<file path="config.mk">
export PLATFORM = sky130hd
export DESIGN_NAME = wall_collision_monitor
export DESIGN_NICKNAME = d
export VERILOG_FILES = /design/src/rtl/wild_cube_pkg.sv /design/src/rtl/frame_divider.sv /design/src/rtl/wall_collision_monitor.sv
export SDC_FILE = /design/constraint.sdc
export NUM_CORES = 1
export LEC_CHECK = 0
export CORE_MARGIN = 5
export CORE_UTILIZATION = 54
export CTS_CLUSTER_SIZE = 30
export DETAILED_ROUTE_END_ITERATION = 7
export HOLD_SLACK_MARGIN = 0.12
export PLACE_DENSITY = 0.78
export SYNTH_ARGS = -nofsm -noshare
export SYNTH_HDL_FRONTEND = slang
export SYNTH_SLANG_ARGS = --single-unit
</file>
<file path="constraint.sdc">
create_clock -name clk -period 1.95 [get_ports clk]
set_input_delay 0.2925 -clock clk [delete_from_list [all_inputs] [get_ports clk]]
set_output_delay 0.2925 -clock clk [all_outputs]
set_load 0.02 [all_outputs]
</file>
<file path="src/rtl/wild_cube_pkg.sv">
// Shared types, widths and helpers for the wild_cube game-control logic.
package wild_cube_pkg;

   typedef enum logic [2:0] {
      IDLE,
      LOAD,
      PLAY,
      HIT,
      OVER
   } game_state_t;

   localparam int unsigned ScoreW = 8;
   localparam int unsigned LivesW = 3;

   function automatic logic [ScoreW-1:0] score_sat_inc(input logic [ScoreW-1:0] i_val);
      return (i_val == '1) ? i_val : i_val + ScoreW'(1);
   endfunction

endpackage

</file>
<file path="src/rtl/frame_divider.sv">
// Modulo-N counter advanced by an enable (normally a gated frame_tick), with a synchronous
// clear and a terminal-count pulse on the enabled cycle that wraps the count.
module frame_divider #(
   parameter int unsigned N = 8
) (
   input  logic i_clk,
   input  logic i_reset_n,
   input  logic i_en,
   input  logic i_clear,
   output logic o_tc
);

   localparam int unsigned CntW = (N > 1) ? $clog2(N) : 1;
   localparam logic [CntW-1:0] Last = CntW'(N - 1);

   logic [CntW-1:0] r_count;
   logic [CntW-1:0] w_count_d;

   // Terminal count ignores i_clear so callers can combine it with clear-driving logic freely.
   assign o_tc = i_en & (r_count == Last);

   always_comb begin
      w_count_d = r_count;
      if (i_clear) begin
         w_count_d = '0;
      end else if (i_en) begin
         w_count_d = o_tc ? '0 : r_count + CntW'(1);
      end
   end

   always_ff @(posedge i_clk) begin
      if (!i_reset_n) begin
         r_count <= '0;
      end else begin
         r_count <= w_count_d;
      end
   end

endmodule

</file>
<file path="src/rtl/wall_collision_monitor.sv">
// Game-control stage: detects cube/wall overlap once per frame, sequences play/hit/game-over
// and drives the wall-stage controls, score and lives.
module wall_collision_monitor
   import wild_cube_pkg::*;
#(
   parameter int unsigned NUM_WALLS    = 4,
   parameter int unsigned LIVES        = 3,
   parameter int unsigned SCORE_FRAMES = 60,
   parameter int unsigned HIT_FRAMES   = 120,
   parameter int unsigned FLASH_FRAMES = 8
) (
   input  logic                 clk,
   input  logic                 reset_n,
   input  logic                 frame_tick,
   input  logic                 btn_start,
   input  logic [NUM_WALLS-1:0] wall_px,
   input  logic                 cube_px,
   output logic                 start_machine,
   output logic                 load_counter,
   output logic                 stop,
   output logic                 flash,
   output logic [LivesW-1:0]    lives,
   output logic [ScoreW-1:0]    score,
   output logic                 game_over
);

   game_state_t       r_state;
   game_state_t       w_state_d;
   logic              r_btn_q;
   logic              r_hit_acc;
   logic              w_hit_acc_d;
   logic [LivesW-1:0] r_lives;
   logic [LivesW-1:0] w_lives_d;
   logic [ScoreW-1:0] r_score;
   logic [ScoreW-1:0] w_score_d;
   logic              r_flash;
   logic              w_flash_d;
   logic              r_start_machine;
   logic              r_load_counter;
   logic              r_stop;
   logic              r_game_over;

   logic w_overlap;
   logic w_start_edge;
   logic w_verdict;
   logic w_enter_load;
   logic w_enter_hit;
   logic w_blink_d;
   logic w_blink_entry;
   logic w_score_en;
   logic w_hit_en;
   logic w_flash_en;
   logic w_score_tc;
   logic w_hit_tc;
   logic w_flash_tc;

   assign w_overlap     = cube_px & (|wall_px);
   assign w_start_edge  = btn_start & ~r_btn_q;
   assign w_verdict     = r_hit_acc | w_overlap;

   assign w_enter_load  = (w_state_d == LOAD) && (r_state != LOAD);
   assign w_enter_hit   = (w_state_d == HIT) && (r_state != HIT);
   assign w_blink_d     = (w_state_d == HIT) || (w_state_d == OVER);
   assign w_blink_entry = w_blink_d && (w_state_d != r_state);

   assign w_score_en    = frame_tick && (r_state == PLAY);
   assign w_hit_en      = frame_tick && (r_state == HIT);
   assign w_flash_en    = frame_tick && ((r_state == HIT) || (r_state == OVER));

   frame_divider #(
      .N (SCORE_FRAMES)
   ) u_score_div (
      .i_clk     (clk),
      .i_reset_n (reset_n),
      .i_en      (w_score_en),
      .i_clear   (w_enter_load | w_enter_hit),
      .o_tc      (w_score_tc)
   );

   frame_divider #(
      .N (HIT_FRAMES)
   ) u_hit_div (
      .i_clk     (clk),
      .i_reset_n (reset_n),
      .i_en      (w_hit_en),
      .i_clear   (w_enter_hit),
      .o_tc      (w_hit_tc)
   );

   frame_divider #(
      .N (FLASH_FRAMES)
   ) u_flash_div (
      .i_clk     (clk),
      .i_reset_n (reset_n),
      .i_en      (w_flash_en),
      .i_clear   (w_blink_entry),
      .o_tc      (w_flash_tc)
   );

   always_comb begin
      w_state_d = r_state;
      w_lives_d = r_lives;
      w_score_d = r_score;
      unique case (r_state)
         IDLE, OVER: begin
            // A start edge beats a coincident frame_tick: LOAD is entered, not skipped.
            if (w_start_edge) begin
               w_state_d = LOAD;
               w_lives_d = LivesW'(LIVES);
               w_score_d = '0;
            end
         end
         LOAD: begin
            if (frame_tick) w_state_d = PLAY;
         end
         PLAY: begin
            if (frame_tick) begin
               if (w_verdict) begin
                  w_state_d = HIT;
                  w_lives_d = r_lives - LivesW'(1);
               end else if (w_score_tc) begin
                  w_score_d = score_sat_inc(r_score);
               end
            end
         end
         HIT: begin
            if (w_hit_tc) w_state_d = (r_lives == '0) ? OVER : LOAD;
         end
         default: w_state_d = IDLE;
      endcase
   end

   always_comb begin
      w_hit_acc_d = r_hit_acc | ((r_state == PLAY) & w_overlap);
      if (frame_tick) w_hit_acc_d = 1'b0;
      // Blink phase restarts high on entry to HIT/OVER and is held high everywhere else.
      w_flash_d = 1'b1;
      if (w_blink_d && !w_blink_entry) w_flash_d = r_flash ^ w_flash_tc;
   end

   always_ff @(posedge clk) begin
      if (!reset_n) begin
         r_state   <= IDLE;
         r_btn_q   <= 1'b0;
         r_hit_acc <= 1'b0;
         r_lives   <= LivesW'(LIVES);
         r_score   <= '0;
         r_flash   <= 1'b1;
      end else begin
         r_state   <= w_state_d;
         r_btn_q   <= btn_start;
         r_hit_acc <= w_hit_acc_d;
         r_lives   <= w_lives_d;
         r_score   <= w_score_d;
         r_flash   <= w_flash_d;
      end
   end

   always_ff @(posedge clk) begin
      if (!reset_n) begin
         r_start_machine <= 1'b0;
         r_load_counter  <= 1'b1;
         r_stop          <= 1'b1;
         r_game_over     <= 1'b0;
      end else begin
         r_start_machine <= (r_state == PLAY) || (r_state == HIT);
         r_load_counter  <= (r_state == IDLE) || (r_state == LOAD);
         r_stop          <= (r_state == IDLE) || (r_state == LOAD) || (r_state == PLAY);
         r_game_over     <= (r_state == OVER);
      end
   end

   assign start_machine = r_start_machine;
   assign load_counter  = r_load_counter;
   assign stop          = r_stop;
   assign flash         = r_flash;
   assign lives         = r_lives;
   assign score         = r_score;
   assign game_over     = r_game_over;

endmodule

</file>
==> impl_results.md <==
- Outcome: finished, final reports clean
- Clock root cell: clkbuf_4
- Reg2Reg Depth: 6
- Slew HR: 74.73%
- Final WS setup: 0.1241 ns
- Vias post-DR: 1751
- Place WS: -0.1891 ns
- Top FF cell, synth: dfxtp_1
- Post-synthesis mux area share: 1.575%
- First-pass GRT wire length: 7314 microns
- Clock sinks: 37
- WL/cell: 13.18 microns
- Post-Synth Adder-Cell Area: 4.593%
- Leak: 0.0009344 uW
- CTS Buf Count: 5
- Final Hold Violating Endpoints: 0
- Routability cong.: 0.8812
- CTS tree: done
- Die area: 4820 sq um
- Slowest cell on crit path: a2111o_1
- Layout cells sized above 1: 14.39%
- Crit start category: flop
- Critical path depth in cells: 6
- Final Power: 1585 uW
- Seq/Total Area, Yosys: 38.85%
- Tcrit/Tclk final: 93.64%
- Die span in y: 69.43 microns
- Most common cell after layout, fill and taps aside: dfxtp_1
- Worst clock skew: 0.01982 ns
- Largest area contributor in the netlist: dfxtp_1
- Largest family of logic cells by synthesized area: simple AND/OR/NAND/NOR gates
- Number of routed nets with antenna violations: 0
- Dominant cells by area after synthesis: dfxtp_1 (39%), nor2_1 (5.7%), xor2_1 (5.5%)
- Critical Path Max Stage Delay: 0.45 ns
- Area grow syn2layout: 28.48%
- Drt first pass iters: 4
- Hold_buf cts: 0
- Compound-gate portion of the synthesized area: 12.07%
- Initial antenna violation count: 0
- Max-cap violation count: 0
- Slew Limit Fails: 0
- Setup bufs post-CTS: 0
- Die X: 69.43 microns
- Clock Path Buffers: 2
- Clk Latency, worst-skew pair: 0.36 ns
- Total grt overflow: 0
- Cell Rows: 21
- Resized cells post-CTS: 0
- Ports: 25
- Register area: 740.7 sq um
- Layout Cells excl Fill: 317
- CP top delay family: compound AO/OA/AOI/OAI gates
- Final setup fails: 0
- Largest net degree at the start of global routing: 19
- Gr usage total: 18.40%
- Via/cell ratio: 5.524
- Wirelength, routed: 4179 microns
- Worst VDD drop: 0.4903 mV
- Worst Max-Slew Pin Slew: 0.3695 ns
- IO buf count: 24
- Critical path arrival: 2.05 ns
- Post-synth EDFFs: 0
- Max Clk Rate: 547.7 MHz
- CP max FO: 18
- Clk slew on worst S/H paths: 0.13 ns
- Worst Path Buf+Inv: 1
- Syn. warnings: 0
- Fraction of registers with async set/reset: 0%
- Fillcell total: 262
- Cell Pwr Density: 647.2 nW/um^2
- Synth cell types: 54
- DR iter-0 viols: 127
- Crit end category: flop
- Multi-input gate area: 1114 sq um
- Commonest non-fill, non-tap cells in the layout: dfxtp_1 (37), nor2_1 (29), nand2_1 (26)
- Post-synth net total: 238
- Crit path time final: 1.826 ns
- Synth Register Bits: 37
- NumNets Final: 286
- RSZ-0062 raised after global routing: no
- CORE AREA: 3390 sq um
- Xor and xnor area share after synthesis: 7.808%
- Worst min path class: reg -> reg
- Crit Path Class: reg -> reg
- Synthesized area per cell: 8.589 sq um
- DP HPWL: 2968 microns
- Total number of H-tree levels: 2
- Vias in the first global route: 1624
- Worst EP required: 2.17 ns
- Initial Util: 56.26%
- Post-synthesis simple-gate area fraction: 32.35%
- Cells after Synth: 222
- Remaining DRCs: 0
- Crit-path cells: buf_4 > and2_1 > a222oi_1 > a2111o_1 > a32oi_1 > a21oi_1
- Hold path depth: 2
- N_diodes: 0
- Syn Std Cell Area: 1907 sq um
- Placed cells: 309
- Setup TNS: 0 ns
- Yosys top cell area share: 38.85%
## through the flow
stage / utilization, % / instance area (sq um) / hold slack, ns
2_1_floorplan: - / 1907 / 0.3643
3_3_place_gp: 69.25 / 2347 / 0.4467
3_5_place_dp: 69.25 / 2347 / 0.4510
4_1_cts: 72.28 / 2450 / 0.4661
5_1_grt: 72.28 / 2450 / 0.4932
6_report: 72.28 / 2450 / 0.4633
## flip-flops by register name (all words and copies together) (netlist names), 3 cells and up
register             count
u_flash_div.r_count      3
score                    8
r_state                  3
u_score_div.r_count      6
u_hit_div.r_count        7
lives                    3
## worst paths after layout
path,from,endpoint,slack (ns)
setup / recovery,r_state[1]$_SDFF_PN0_,u_flash_div.r_count[1]$_SDFFE_PP0P_,0.12
hold / removal,u_flash_div.r_count[2]$_SDFFE_PP0P_,u_flash_div.r_count[2]$_SDFFE_PP0P_,0.46
setup reg to reg,r_state[1]$_SDFF_PN0_,u_flash_div.r_count[1]$_SDFFE_PP0P_,0.12
hold reg to reg,u_flash_div.r_count[2]$_SDFFE_PP0P_,u_flash_div.r_count[2]$_SDFFE_PP0P_,0.46
## synthesized netlist by cell type (2+ instances only)
master and number:
dfxtp_1 37, nor2_1 29, nand2_1 26, a21oi_1 12, xor2_1 12, nand4_1 9
nor3_1 8, ha_1 7, nand3_1 6, o21ai_0 5, xnor2_1 5, inv_1 4
nor3b_1 4, and2_1 3, buf_2 3, clkbuf_1 3, mux2i_1 3, or3b_1 3
a2bb2oi_1 2, and3_1 2, nand3b_1 2, nand4b_1 2, nor4_1 2, o21a_1 2
or3_1 2
## worst min-delay path, cell delays in order (launching register included)
cell and delay (ns):
dfxtp_1 0.33, nand2_1 0.05, a21oi_1 0.05
## area by class of cell
cell class / count / area share (%)
clock buffers: 5 / 1.532
clock inverters: 3 / 2.656
inverters: 4 / 0.6129
multi-input cells: 174 / 45.45
flip-flops and latches: 37 / 30.23
well taps: 46 / 2.349
repair buffers: 48 / 17.16
## where the power goes
| part | switching, uW | internal [uW] |
|---|---|---|
| combinational | 80.5 | 77.6 |
| clock | 259 | 397 |
| sequential | 7.60 | 764 |
## kinds of logic (layout without fill, tap and decap cells)
| family | count (synthesis) | in the layout |
|---|---|---|
| simple gates | 113 | 113 |
| mux | 3 | 3 |
| buf+inv | 11 | 60 |
| flops | 37 | 37 |
| fa+ha+maj | 7 | 7 |
| xor+xnor | 17 | 17 |
| compound gates | 34 | 34 |
## layer usage
layer	vias up	track usage (%)	share of wire, %
met3	2	6.232	5.4
met5	-	0	0
met4	0	6.508	0.57
met2	46	26.27	45
met1	812	25.62	49
li1	891	-	-
No activity file was read; power rests on OpenSTA's default activity.
